$ cat config.mk
export PLATFORM = sky130hd
export DESIGN_NAME = note_lane_renderer
export DESIGN_NICKNAME = d
export VERILOG_FILES = /design/src/rtl/note_lane_renderer.sv
export SDC_FILE = /design/constraint.sdc
export NUM_CORES = 1
export LEC_CHECK = 0
export BUFFER_PORTS_ARGS = -buffer_cell sky130_fd_sc_hd__buf_2
export CORE_MARGIN = 1
export CORE_UTILIZATION = 28
export DETAILED_ROUTE_END_ITERATION = 12
export PLACE_DENSITY = 0.55
export SKIP_LAST_GASP = 1
export SLEW_MARGIN = 5
export SYNTH_ARGS = -nofsm -noshare
export SYNTH_HDL_FRONTEND = slang
export SYNTH_SLANG_ARGS = --single-unit
$ cat constraint.sdc
create_clock -name CLK -period 25.9 [get_ports CLK]
set_clock_uncertainty 0.15 [all_clocks]
set_input_delay 5.18 -clock CLK [delete_from_list [all_inputs] [get_ports CLK]]
set_output_delay 5.18 -clock CLK [all_outputs]
set_load 0.02 [all_outputs]
$ cat src/rtl/note_lane_renderer.sv
// note_lane_renderer: on each start it clears the lane region, then streams every active
// note sprite to the VGA plot interface. It emits one pixel per clock from a snapshot of the note inputs.
module note_lane_renderer #(
   parameter int         NUM_NOTES = 15,
   parameter int         SPRITE_W  = 2,
   parameter int         SPRITE_H  = 8,
   parameter int         LANE_Y    = 110,
   parameter int         SCREEN_W  = 160,
   parameter int         CLR_X0    = 0,
   parameter int         CLR_X1    = 159,
   parameter int         CLR_Y0    = 100,
   parameter int         CLR_Y1    = 119,
   parameter logic [2:0] BG_COLOUR = 3'b000
) (
   input  logic                   CLK,
   input  logic                   reset,
   input  logic                   start,
   input  logic [8*NUM_NOTES-1:0] note_x,
   input  logic [3*NUM_NOTES-1:0] note_colour,
   input  logic [NUM_NOTES-1:0]   note_valid,
   output logic [7:0]             OutX,
   output logic [6:0]             OutY,
   output logic [2:0]             colour_to_draw,
   output logic                   plot,
   output logic                   busy,
   output logic                   done
);

   localparam logic [2:0] S_IDLE  = 3'd0;
   localparam logic [2:0] S_CLEAR = 3'd1;
   localparam logic [2:0] S_SCAN  = 3'd2;
   localparam logic [2:0] S_DRAW  = 3'd3;
   localparam logic [2:0] S_DONE  = 3'd4;

   localparam int IDX_W = (NUM_NOTES > 1) ? $clog2(NUM_NOTES) : 1;
   localparam logic [IDX_W-1:0] LAST_IDX = IDX_W'(NUM_NOTES - 1);

   generate
      if (LANE_Y + SPRITE_H - 1 > 119) begin : g_bad_lane
         $error("note_lane_renderer: sprite rows extend past row 119");
      end
      if (!(CLR_X1 < SCREEN_W && SCREEN_W <= 256)) begin : g_bad_screen
         $error("note_lane_renderer: need CLR_X1 < SCREEN_W <= 256");
      end
      if (CLR_X0 > CLR_X1) begin : g_bad_clr_x
         $error("note_lane_renderer: need CLR_X0 <= CLR_X1");
      end
      if (!(CLR_Y0 <= CLR_Y1 && CLR_Y1 <= 127)) begin : g_bad_clr_y
         $error("note_lane_renderer: need CLR_Y0 <= CLR_Y1 <= 127");
      end
   endgenerate

   logic [2:0]             state;
   logic [7:0]             cx;
   logic [6:0]             cy;
   logic [IDX_W-1:0]       idx;
   logic [7:0]             dx;
   logic [6:0]             dy;
   logic [8*NUM_NOTES-1:0] snap_x;
   logic [3*NUM_NOTES-1:0] snap_colour;
   logic [NUM_NOTES-1:0]   snap_valid;
   logic [7:0]             sel_x;
   logic [2:0]             sel_colour;
   logic                   sel_valid;
   logic [8:0]             draw_sum;

   // Slot selection; the 9-bit sum lets sprites that run past the screen edge be detected
   always_comb begin
      sel_x      = snap_x[{idx, 3'b000} +: 8];
      sel_colour = snap_colour[32'd3 * idx +: 3];
      sel_valid  = snap_valid[idx];
      draw_sum   = {1'b0, sel_x} + {1'b0, dx};
   end

   always_ff @(posedge CLK or posedge reset) begin
      if (reset) begin
         state          <= S_IDLE;
         cx             <= 8'd0;
         cy             <= 7'd0;
         idx            <= '0;
         dx             <= 8'd0;
         dy             <= 7'd0;
         snap_x         <= '0;
         snap_colour    <= '0;
         snap_valid     <= '0;
         OutX           <= 8'd0;
         OutY           <= 7'd0;
         colour_to_draw <= 3'd0;
         plot           <= 1'b0;
         busy           <= 1'b0;
         done           <= 1'b0;
      end else begin
         case (state)
            S_IDLE: begin
               plot <= 1'b0;
               done <= 1'b0;
               if (start) begin
                  snap_x      <= note_x;
                  snap_colour <= note_colour;
                  snap_valid  <= note_valid;
                  cx          <= 8'(CLR_X0);
                  cy          <= 7'(CLR_Y0);
                  busy        <= 1'b1;
                  state       <= S_CLEAR;
               end else begin
                  busy <= 1'b0;
               end
            end
            S_CLEAR: begin
               OutX           <= cx;
               OutY           <= cy;
               colour_to_draw <= BG_COLOUR;
               plot           <= 1'b1;
               if (cx == 8'(CLR_X1)) begin
                  cx <= 8'(CLR_X0);
                  if (cy == 7'(CLR_Y1)) begin
                     idx   <= '0;
                     state <= S_SCAN;
                  end else begin
                     cy <= cy + 7'd1;
                  end
               end else begin
                  cx <= cx + 8'd1;
               end
            end
            S_SCAN: begin
               plot <= 1'b0;
               if (sel_valid) begin
                  dx    <= 8'd0;
                  dy    <= 7'd0;
                  state <= S_DRAW;
               end else if (idx == LAST_IDX) begin
                  state <= S_DONE;
               end else begin
                  idx <= idx + 1'b1;
               end
            end
            S_DRAW: begin
               // Off-screen pixels keep their cycle but are not plotted
               OutX           <= draw_sum[7:0];
               OutY           <= 7'(LANE_Y) + dy;
               colour_to_draw <= sel_colour;
               plot           <= (draw_sum < 9'(SCREEN_W));
               if (dx == 8'(SPRITE_W - 1)) begin
                  dx <= 8'd0;
                  if (dy == 7'(SPRITE_H - 1)) begin
                     if (idx == LAST_IDX) begin
                        state <= S_DONE;
                     end else begin
                        idx   <= idx + 1'b1;
                        state <= S_SCAN;
                     end
                  end else begin
                     dy <= dy + 7'd1;
                  end
               end else begin
                  dx <= dx + 8'd1;
               end
            end
            S_DONE: begin
               plot  <= 1'b0;
               busy  <= 1'b0;
               done  <= 1'b1;
               state <= S_IDLE;
            end
            default: begin
               plot  <= 1'b0;
               busy  <= 1'b0;
               done  <= 1'b0;
               state <= S_IDLE;
            end
         endcase
      end
   end

endmodule

# Word-level counts from Yosys, hierarchy flattened
# Index checks and enable logic that the tools add are counted.
dict set report totals {
  ff_bits 238
  inputBits 183
  output_inout_bits 21
  word_cells 98
}
dict set report op_classes {
  addsub 7
  multipliers 1
  magnitude_cmp 2
  eq_ne 19
  shift 2
  mux 39
  reduce_logical 13
}
# cell n
set ops {}
lappend ops {{120-bit by 8-bit variable part select with 8-bit output} 1}
lappend ops {{8-bit one-hot mux with 2 select lines} 3}
lappend ops {{45-bit by 7-bit variable part select with 3-bit output} 1}
lappend ops {{7-bit 2-to-1 mux} 6}
lappend ops {{7-bit one-hot mux with 2 select lines} 3}
lappend ops {{8-bit 2-to-1 mux} 4}
lappend ops {{3-bit 2-to-1 mux} 8}
lappend ops {{4-bit 2-to-1 mux} 6}
lappend ops {{2-bit != test, second input constant} 9}
lappend ops {{8-bit by 1-bit adder with 8-bit output, second input constant} 2}
lappend ops {{7-bit by 1-bit adder with 7-bit output, second input constant} 2}
lappend ops {{3-bit one-hot mux with 4 select lines} 1}
lappend ops {{4-bit one-hot mux with 3 select lines} 1}
lappend ops {{6-bit AND reduction} 2}
lappend ops {{8-bit by 8-bit adder with 9-bit output} 1}
lappend ops {{9-bit by 8-bit less-than comparator with 1-bit output, second input constant} 1}
lappend ops {{8-bit by 1-bit equality test with 1-bit output, second input constant} 1}
lappend ops {{8-bit equality test, second input constant} 1}
lappend ops {{4-bit AND reduction} 2}
lappend ops {{7-bit adder, first input constant} 1}
lappend ops {{7-bit by 3-bit equality test with 1-bit output, second input constant} 1}
lappend ops {{7-bit equality test, second input constant} 1}
lappend ops {{3-bit by 2-bit equality test with 1-bit output, second input constant} 2}
lappend ops {{2-bit by 4-bit multiplier with 6-bit output, first input constant} 1}
lappend ops {{other kinds (15)} 22}

# Logic depth before layout (Yosys ltp)
# Gate-level depths: netlist of run 1.
dict set report logic_depth {
  word_depth 5
  mapped_depth 15
  mapped_depth_nobuf 13
}

# Worst setup path before layout of run 1
# Ideal clock, no wire load.
dict set report synth_timing {
  path_type {input to register}
  start {input port start}
  end {register snap_colour[0]}
  setup_time_ns 0.125
  arrival_time_ns 6.323
  required_ns 25.625
  path_slack_ns 19.302
  cell_stages 4
  path_buffers 2
  path_cell_list {and2_0 clkbuf_1 clkbuf_1 mux2_2}
}
dict set report synth_between {
  elab_chain_len 1
}
# element line
set synth_rtl {}
lappend synth_rtl {{from (decl)} 17} ;# input logic start,
lappend synth_rtl {{2-bit AND reduction (no line)} n/a}
lappend synth_rtl {{to (signal assigned)} 99} ;# snap_colour <= note_colour;
lappend synth_rtl {{to (decl)} 60} ;# logic [3*NUM_NOTES-1:0] snap_colour;
# Every way passes these cells.
# A chain may end at the register's enable or synchronous reset.

# Final worst setup path of run 1
dict set report layout_timing {
  start {input port start}
  end {register snap_x[12]}
}
dict set report layout_between {
  elab_chain_len 1
}
# element line
set layout_rtl {}
lappend layout_rtl {{2-bit AND reduction (no line)} n/a}
lappend layout_rtl {{to (signal assigned)} 98} ;# snap_x <= note_x;
lappend layout_rtl {{to (decl)} 59} ;# logic [8*NUM_NOTES-1:0] snap_x;
# Every way passes these cells.

==> results.rst, run 1 <==
.. list-table::
   :header-rows: 1

   * - Metric
     - Value
   * - Number of levels in the clock H-tree
     - 1
   * - Detailed-route wire length per cell
     - ~19 um
   * - Clk sinks
     - between 200 and 250
   * - Achievable clock frequency
     - ~0.13 GHz
   * - Simple-gate portion of the synthesized area
     - ~7.4%
   * - Post-CTS clock slew at the launch and capture registers of the worst setup and hold paths
     - around 60 ps
   * - Critical path type
     - in2reg
   * - Vias/cell
     - between 4 and 5
   * - Switch Pwr
     - between 400 and 500 uW
   * - Reg power frac
     - roughly 38%
   * - Core Region
     - 0.04001 mm2
   * - Synth Instances
     - between 800 and 900
   * - WHS Endpoint
     - OutY[2]
   * - Worst setup slack after layout
     - 18140 ps
   * - Top FF cell, synth
     - sky130_fd_sc_hd__dfrtp_1
   * - Pin count of the biggest net entering global routing
     - 93
   * - Vias in the first global route
     - a little over 8000
   * - Internal power
     - 970.0 uW
   * - Most common cell after layout, fill and taps aside
     - sky130_fd_sc_hd__dfrtp_1
   * - Total detailed-routing wirelength
     - between 30 and 40 mm
   * - Post-synthesis compound-gate area fraction
     - between 6 and 7%
   * - Mux cell area share after synthesis
     - approximately 29%
   * - Starting DRC count in detailed routing
     - between 300 and 400
   * - Min cycle time layout
     - around 7800 ps
   * - Global Route Usage Sum
     - between 10 and 15%
   * - Area of all placed cells without fillers
     - around 0.014 mm2
   * - Buffers added on ports
     - 203
   * - Post-CTS Hold Fix Bufs
     - 0
   * - Post-placement worst setup slack
     - between 15000 and 20000 ps
   * - Switching Fraction
     - roughly a third
   * - Sum of negative setup slack
     - 0 ps
   * - Number of cells after detailed placement
     - about 1600
   * - Clock power share
     - between 20 and 30%
   * - Largest family of logic cells by synthesized area
     - multiplexers
   * - Number of failing setup endpoints in the final timing report
     - 0
   * - IR drop worst, VDD
     - ~0.046 mV
   * - Cts bufs inserted
     - 27
   * - Worst hold path class
     - reg2reg
   * - First-pass GRT wire length
     - between 40 and 50 mm
   * - Number of register bits inferred by synthesis
     - 238
   * - Top cell type by total area after synthesis
     - sky130_fd_sc_hd__dfrtp_1
   * - Initial antenna violation count
     - 14
   * - Number of instances resized during post-cts repair
     - 0
   * - Vertical extent of the die
     - 204.2 um
   * - Commonest non-fill, non-tap cells in the layout
     - sky130_fd_sc_hd__dfrtp_1 (236), sky130_fd_sc_hd__buf_2 (203), sky130_fd_sc_hd__mux2_2 (182)
   * - Die width
     - 204.2 um
   * - Largest cells by area after synthesis
     - sky130_fd_sc_hd__dfrtp_1 (52%), sky130_fd_sc_hd__mux2_2 (18%), sky130_fd_sc_hd__mux4_2 (9.1%), sky130_fd_sc_hd__ha_1 (1.9%), sky130_fd_sc_hd__o21ai_0 (1.7%)
   * - Number of top-level design ports
     - slightly above 200
   * - CTS tree
     - yes
   * - Count of unique library cells instantiated by Yosys
     - slightly below 70
   * - Number of enable flip-flop cells after synthesis
     - 0
   * - Share of the synthesized netlist area taken by xor and xnor gates
     - 0.9183%
   * - Std cell rows
     - 73
   * - R2r setup slk
     - around 21000 ps
   * - Dpl cell area
     - around 0.013 mm2
   * - Part of the Yosys area used for sequential elements
     - a little over half
   * - Area added between synthesis and finish
     - 22.13%
   * - Final Power
     - between 1 and 1.5 mW
   * - Worst Reg2Reg Path Length in Cells
     - 12
   * - Leakage Power
     - between 6 and 7 nW
   * - Area share of fa/ha/maj cells after synthesis
     - under 10%
   * - Critical Path Start Type
     - input port
   * - Nets@finish
     - 1260
   * - Post-DP HPWL
     - 20.82 mm
   * - Share of cells above drive strength 1
     - a little under half
   * - Worst-path maximum fanout
     - slightly below 70
   * - Total of max-cap violations
     - 0
   * - Later-pin clock latency in the skew report
     - between 500 and 600 ps
   * - Critical Path Source
     - start
   * - Final count of pins violating max slew
     - 0
   * - Number of hold-slack violations in the final timing report
     - 0
   * - Fin crit share
     - between 20% and 30%
   * - Area of the die
     - 0.04169 mm2
   * - Antenna Nets Post-Route
     - 0
   * - Starting density of the core
     - 28.61%
   * - RR Startpoint
     - idx[0]
   * - Via count
     - about 7700
   * - Number of warning messages in the yosys log
     - 0
   * - Startpoint of the tightest hold check path
     - OutY[2]
   * - Clk buf depth
     - 3
   * - Synthesized cell area
     - approximately 0.011 mm2
   * - Worst path arrival time
     - approximately 8000 ps
   * - RSZ-0062 raised after global routing
     - false
   * - Total power divided by cell area
     - slightly above 100 mW/mm2
   * - Post-synthesis area per instance
     - ~13 um2
   * - CP required
     - 26190 ps
   * - Setup crit end kind
     - flip-flop
   * - Number of standard cells in the layout, taps in and fillers out
     - around 1600
   * - Area share of the largest cell type after synthesis
     - a little over half
   * - Proportion of synthesized flip-flops having asynchronous set or reset
     - 100.0%
   * - Global placement routability congestion
     - 0.7676
   * - Number of DRC violations after detailed routing
     - 0
   * - Net count of the mapped netlist
     - 1065
   * - Worst Tran Pin Value
     - 1013 ps
   * - R2r endpoint
     - plot
   * - Root buffer cell
     - sky130_fd_sc_hd__clkbuf_16
   * - Rel. slew slack
     - about a third
   * - Worst hold path stage count
     - 2
   * - Outcome
     - finished clean
   * - Remaining global-route overflow
     - 0
   * - TritonRoute pass-1 iters
     - 4
   * - Proportion of power drawn by combinational gates
     - about a third
   * - # Post-CTS Setup Buffers
     - 0
critical path, stage by stage:
cell and delay [ps]:
sky130_fd_sc_hd__buf_2 130, sky130_fd_sc_hd__and2_4 610, sky130_fd_sc_hd__buf_4 760, sky130_fd_sc_hd__buf_4 810, sky130_fd_sc_hd__mux2_2 420
through the flow:
step / hold slack (ps) / utilization (%)
final: 320.6 / 34.94
after global routing: 367.1 / 34.93
after CTS: 330.3 / 34.89
after detailed placement: 317.4 / 32.55
after global placement: 311.5 / 32.55
after floorplan: 307.2 / -
registers in the layout, indices dropped and copies added, names as in the netlist:
signal,count
snap_valid,15
dx,8
snap_colour,45
OutX,8
done,1
cx,8
cy,7
colour_to_draw,3
state,3
OutY,7
idx,4
dy,7
busy,1
plot,1
snap_x,120
layout make-up:
class,instances,area (um2)
antenna,7,17.52
clock buffer,38,757.0
clock inverter,10,182.7
fill,4011,26030
inverter,15,63.81
multi-input combinational,563,5240
sequential,238,5961
tap,525,656.9
timing repair buffer,214,1099
cell families after synthesis:
group           after synthesis
mux                         247
flops                       238
simple gates                162
compound gates              124
buf+inv                      63
fa+ha+maj                    18
xor+xnor                     12
Yosys cell counts (all sizes together), types with 3 or more instances:
library cell and count:
nand2 47, clkbuf 40, nand4 7, or2 3, nor3 13, xor2 6
a32o 3, nand2b 9, o31ai 4, or3 6, buf 8, a41oi 4
mux2 184, xnor2 6, a21oi 21, a31oi 7, a21o 3, mux2i 17
o21a 4, inv 14, and2 3, nor2 33, ha 17, dfrtp 238
and3 11, mux4 46, nor2b 7, a211oi 5, nand3 11, o21ai 54
how the worst max path moves through the flow:
| stage | end | slack, ps | cells past startpoint |
|---|---|---|---|
| floorplan | OutX[0] | 14040 | 1 |
| global placement | snap_x[80] | 17600 | 5 |
| detailed placement | snap_x[44] | 17580 | 5 |
| CTS | snap_x[12] | 18160 | 5 |
| global route | snap_x[64] | 17980 | 5 |
| finish | snap_x[12] | 18140 | 5 |
layer usage:
| layer | vias up | part of all wire, % | global-route usage, % |
|---|---|---|---|
| met3 | 55 | 5.8 | 3.747 |
| met5 | - | 0.19 | 0 |
| met1 | 3852 | 46 | 20.29 |
| met4 | 12 | 2.3 | 4.451 |
| li1 | 3597 | - | - |
| met2 | 168 | 45 | 22.86 |
power groups by stage:
stage,Sequential (mW),Clock [mW],Combinational (mW)
floorplan,0.538,0,0.356
global placement,0.552,0,0.488
detailed placement,0.557,0,0.495
CTS,0.550,0.425,0.497
global route,0.566,0.441,0.538
finish,0.550,0.412,0.486
(Power assumes the default switching activity.)
==> inputs of run 2 (changes only) <==
--- a/config.mk
+++ b/config.mk
@@ -9,7 +9,7 @@
 export CORE_MARGIN = 1
 export CORE_UTILIZATION = 28
 export DETAILED_ROUTE_END_ITERATION = 12
-export PLACE_DENSITY = 0.55
+export PLACE_DENSITY = 0.56
 export SKIP_LAST_GASP = 1
 export SLEW_MARGIN = 5
 export SYNTH_ARGS = -nofsm -noshare
==> constraint.sdc (replaced) <==
create_clock -name CLK -period 6.8 [get_ports CLK]
set_clock_uncertainty 0.15 [all_clocks]
set_input_delay 1.36 -clock CLK [delete_from_list [all_inputs] [get_ports CLK]]
set_output_delay 1.36 -clock CLK [all_outputs]
set_load 0.02 [all_outputs]
==> run 2 against run 1 <==
Critical endpoint is now plot. Sequential share of layout area about the same. Power grew to 3.8 times the previous value. Final cell count fell by 0.50%. Largest power group unchanged. Cell area barely moved.
==> results.rst, run 2 (synthesized netlist as in run 1, its figures left out) <==
.. list-table::
   :header-rows: 1

   * - Metric
     - Value
   * - Outcome
     - finished clean
   * - Remaining global-route overflow
     - 0
   * - Hold_ws
     - between 300 and 400 ps
   * - Sum of negative setup slack
     - 0 ps
   * - Leakage Power
     - 6.193 nW
   * - Post-CTS Hold Fix Bufs
     - 0
   * - Number of instances resized during post-cts repair
     - 0
   * - Core Region
     - between 0.04 and 0.05 mm2
   * - Detailed-route wire length per cell
     - 18.99 um
   * - Post-DP HPWL
     - roughly 22 mm
   * - Number of failing setup endpoints in the final timing report
     - 0
   * - Vias/cell
     - slightly below 5
   * - Area added between synthesis and finish
     - 22.05%
   * - Proportion of power drawn by combinational gates
     - between 30% and 40%
   * - Area of the die
     - between 0.04 and 0.05 mm2
   * - IR drop worst, VDD
     - ~0.20 mV
   * - Antenna Nets Post-Route
     - 0
   * - Nets@finish
     - 1258
   * - Fin crit share
     - between 60% and 70%
   * - Buffers added on ports
     - between 200 and 250
   * - Initial antenna violation count
     - 6
   * - Cts bufs inserted
     - 28
   * - First-pass GRT wire length
     - around 48 mm
   * - Worst-path maximum fanout
     - 50
   * - Worst hold path class
     - reg2reg
   * - Worst hold path stage count
     - 2
   * - Min cycle time layout
     - around 4400 ps
   * - Die width
     - about 200 um
   * - Achievable clock frequency
     - 0.2298 GHz
   * - Clk buf depth
     - 3
   * - Commonest non-fill, non-tap cells in the layout
     - sky130_fd_sc_hd__dfrtp_1 (236), sky130_fd_sc_hd__buf_2 (203), sky130_fd_sc_hd__mux2_2 (182)
   * - Number of hold-slack violations in the final timing report
     - 0
   * - Critical Path Start Type
     - flip-flop
   * - Post-CTS clock slew at the launch and capture registers of the worst setup and hold paths
     - about 70 ps
   * - Largest regs
     - snap_x (120), snap_colour (45), snap_valid (15)
   * - CP required
     - 7090 ps
   * - Final count of pins violating max slew
     - 0
   * - Setup crit end kind
     - flip-flop
   * - Global placement routability congestion
     - roughly 0.8
   * - Total detailed-routing wirelength
     - ~30 mm
   * - WHS Endpoint
     - OutY[4]
   * - TritonRoute pass-1 iters
     - 4
   * - Most flop-heavy register
     - snap_x
   * - Switch Pwr
     - around 1.8 mW
   * - R2r setup slk
     - 2450 ps
   * - Most common cell after layout, fill and taps aside
     - sky130_fd_sc_hd__dfrtp_1
   * - Later-pin clock latency in the skew report
     - 550 ps
   * - Root buffer cell
     - sky130_fd_sc_hd__clkbuf_16
   * - Starting density of the core
     - between 20% and 30%
   * - Critical path type
     - reg2reg
   * - Clock power share
     - 28.2%
   * - Vias in the first global route
     - about 8100
   * - Reg power frac
     - between 30% and 40%
   * - Starting DRC count in detailed routing
     - between 400 and 500
   * - Global Route Usage Sum
     - 14.81%
   * - Vertical extent of the die
     - 204.2 um
   * - RR Startpoint
     - idx[0]
   * - Internal power
     - between 3 and 4 mW
   * - R2r endpoint
     - plot
   * - Rel. slew slack
     - approximately a quarter
   * - # Post-CTS Setup Buffers
     - 0
   * - Startpoint of the tightest hold check path
     - OutY[4]
   * - Worst path arrival time
     - about 4600 ps
   * - Share of cells above drive strength 1
     - 46.65%
   * - RSZ-0062 raised after global routing
     - false
   * - Worst Tran Pin Value
     - ~1100 ps
   * - Total power divided by cell area
     - between 300 and 400 mW/mm2
   * - Clk sinks
     - ~240
   * - Number of DRC violations after detailed routing
     - 0
   * - CTS tree
     - yes
   * - Total of max-cap violations
     - 0
   * - Number of top-level design ports
     - roughly 200
   * - Switching Fraction
     - 33.16%
   * - Pin count of the biggest net entering global routing
     - ~140
   * - Number of levels in the clock H-tree
     - 1
   * - Flip-flop count of the largest register, all copies and words added
     - 120
   * - Std cell rows
     - 73
   * - Worst Reg2Reg Path Length in Cells
     - 13
   * - Via count
     - roughly 7700
## run 2: cell count changes in the layout (fill, tap and decap cells not counted), sizes merged
cell	previous run	this run
diode	7	1
clkinvlp	0	4
buf	214	211
bufinv	5	2
clkbuf	38	39
inv	15	14
## run 2: worst max-delay path: stages (launching register included)
cell	delay, ps
sky130_fd_sc_hd__dfrtp_4	1030
sky130_fd_sc_hd__nor2b_1	820
sky130_fd_sc_hd__nand2_1	110
sky130_fd_sc_hd__o21ai_1	110
sky130_fd_sc_hd__mux4_2	270
sky130_fd_sc_hd__ha_1	190
sky130_fd_sc_hd__inv_1	60
sky130_fd_sc_hd__fa_1	380
sky130_fd_sc_hd__nor2b_1	220
sky130_fd_sc_hd__o31a_1	230
sky130_fd_sc_hd__o22ai_1	150
sky130_fd_sc_hd__a21oi_1	180
sky130_fd_sc_hd__o211ai_1	100
sky130_fd_sc_hd__o221a_1	220
## run 2: layer usage
layer	GRT usage (%)	up-vias	routed length, um
met1	21.03	3874	14300
li1	-	3587	-
met2	22.74	188	13790
met4	3.518	10	457
met5	0	-	62
met3	3.412	47	1807
## run 2: through the flow
step / power (mW) / setup WS, ps / util, % / area (um2) / instances
floorplan: 3.404 / 2170 / - / 11450 / 864
global placement: 3.949 / 2470 / 32.54 / 13020 / 1552
detailed placement: 3.991 / 2391 / 32.54 / 13020 / 1552
CTS: 5.562 / 2378 / 34.91 / 13970 / 1601
global route: 5.831 / 2051 / 34.92 / 13970 / 1602
finish: 5.480 / 2449 / 34.92 / 13970 / 1602
## run 2: cell type report
cell class	instances	area, um2
clock inverters	10	113.9
diodes	1	2.502
multi-input cells	563	5240
clock buffers	39	833.3
repair buffers	211	1101
well taps	525	656.9
flip-flops and latches	238	5961
inverters	15	60.06
fillers	3997	26040
## run 2: worst max-delay path by stage
stage	startpoint	to	slack, ps	depth (start not counted)
floorplan	reset	OutX[0]	2170	1
global placement	idx[0]	plot	2470	13
detailed placement	idx[0]	plot	2390	13
CTS	idx[0]	plot	2380	13
global route	idx[0]	plot	2050	13
finish	idx[0]	plot	2450	13
## run 2: power by group through the flow
stage | clock, mW | sequential [mW] | combinational [mW]
2_1_floorplan | 0 | 2.05 | 1.36
3_3_place_gp | 0 | 2.20 | 1.75
3_5_place_dp | 0 | 2.21 | 1.78
4_1_cts | 1.59 | 2.18 | 1.79
5_1_grt | 1.64 | 2.24 | 1.95
6_report | 1.54 | 2.17 | 1.77
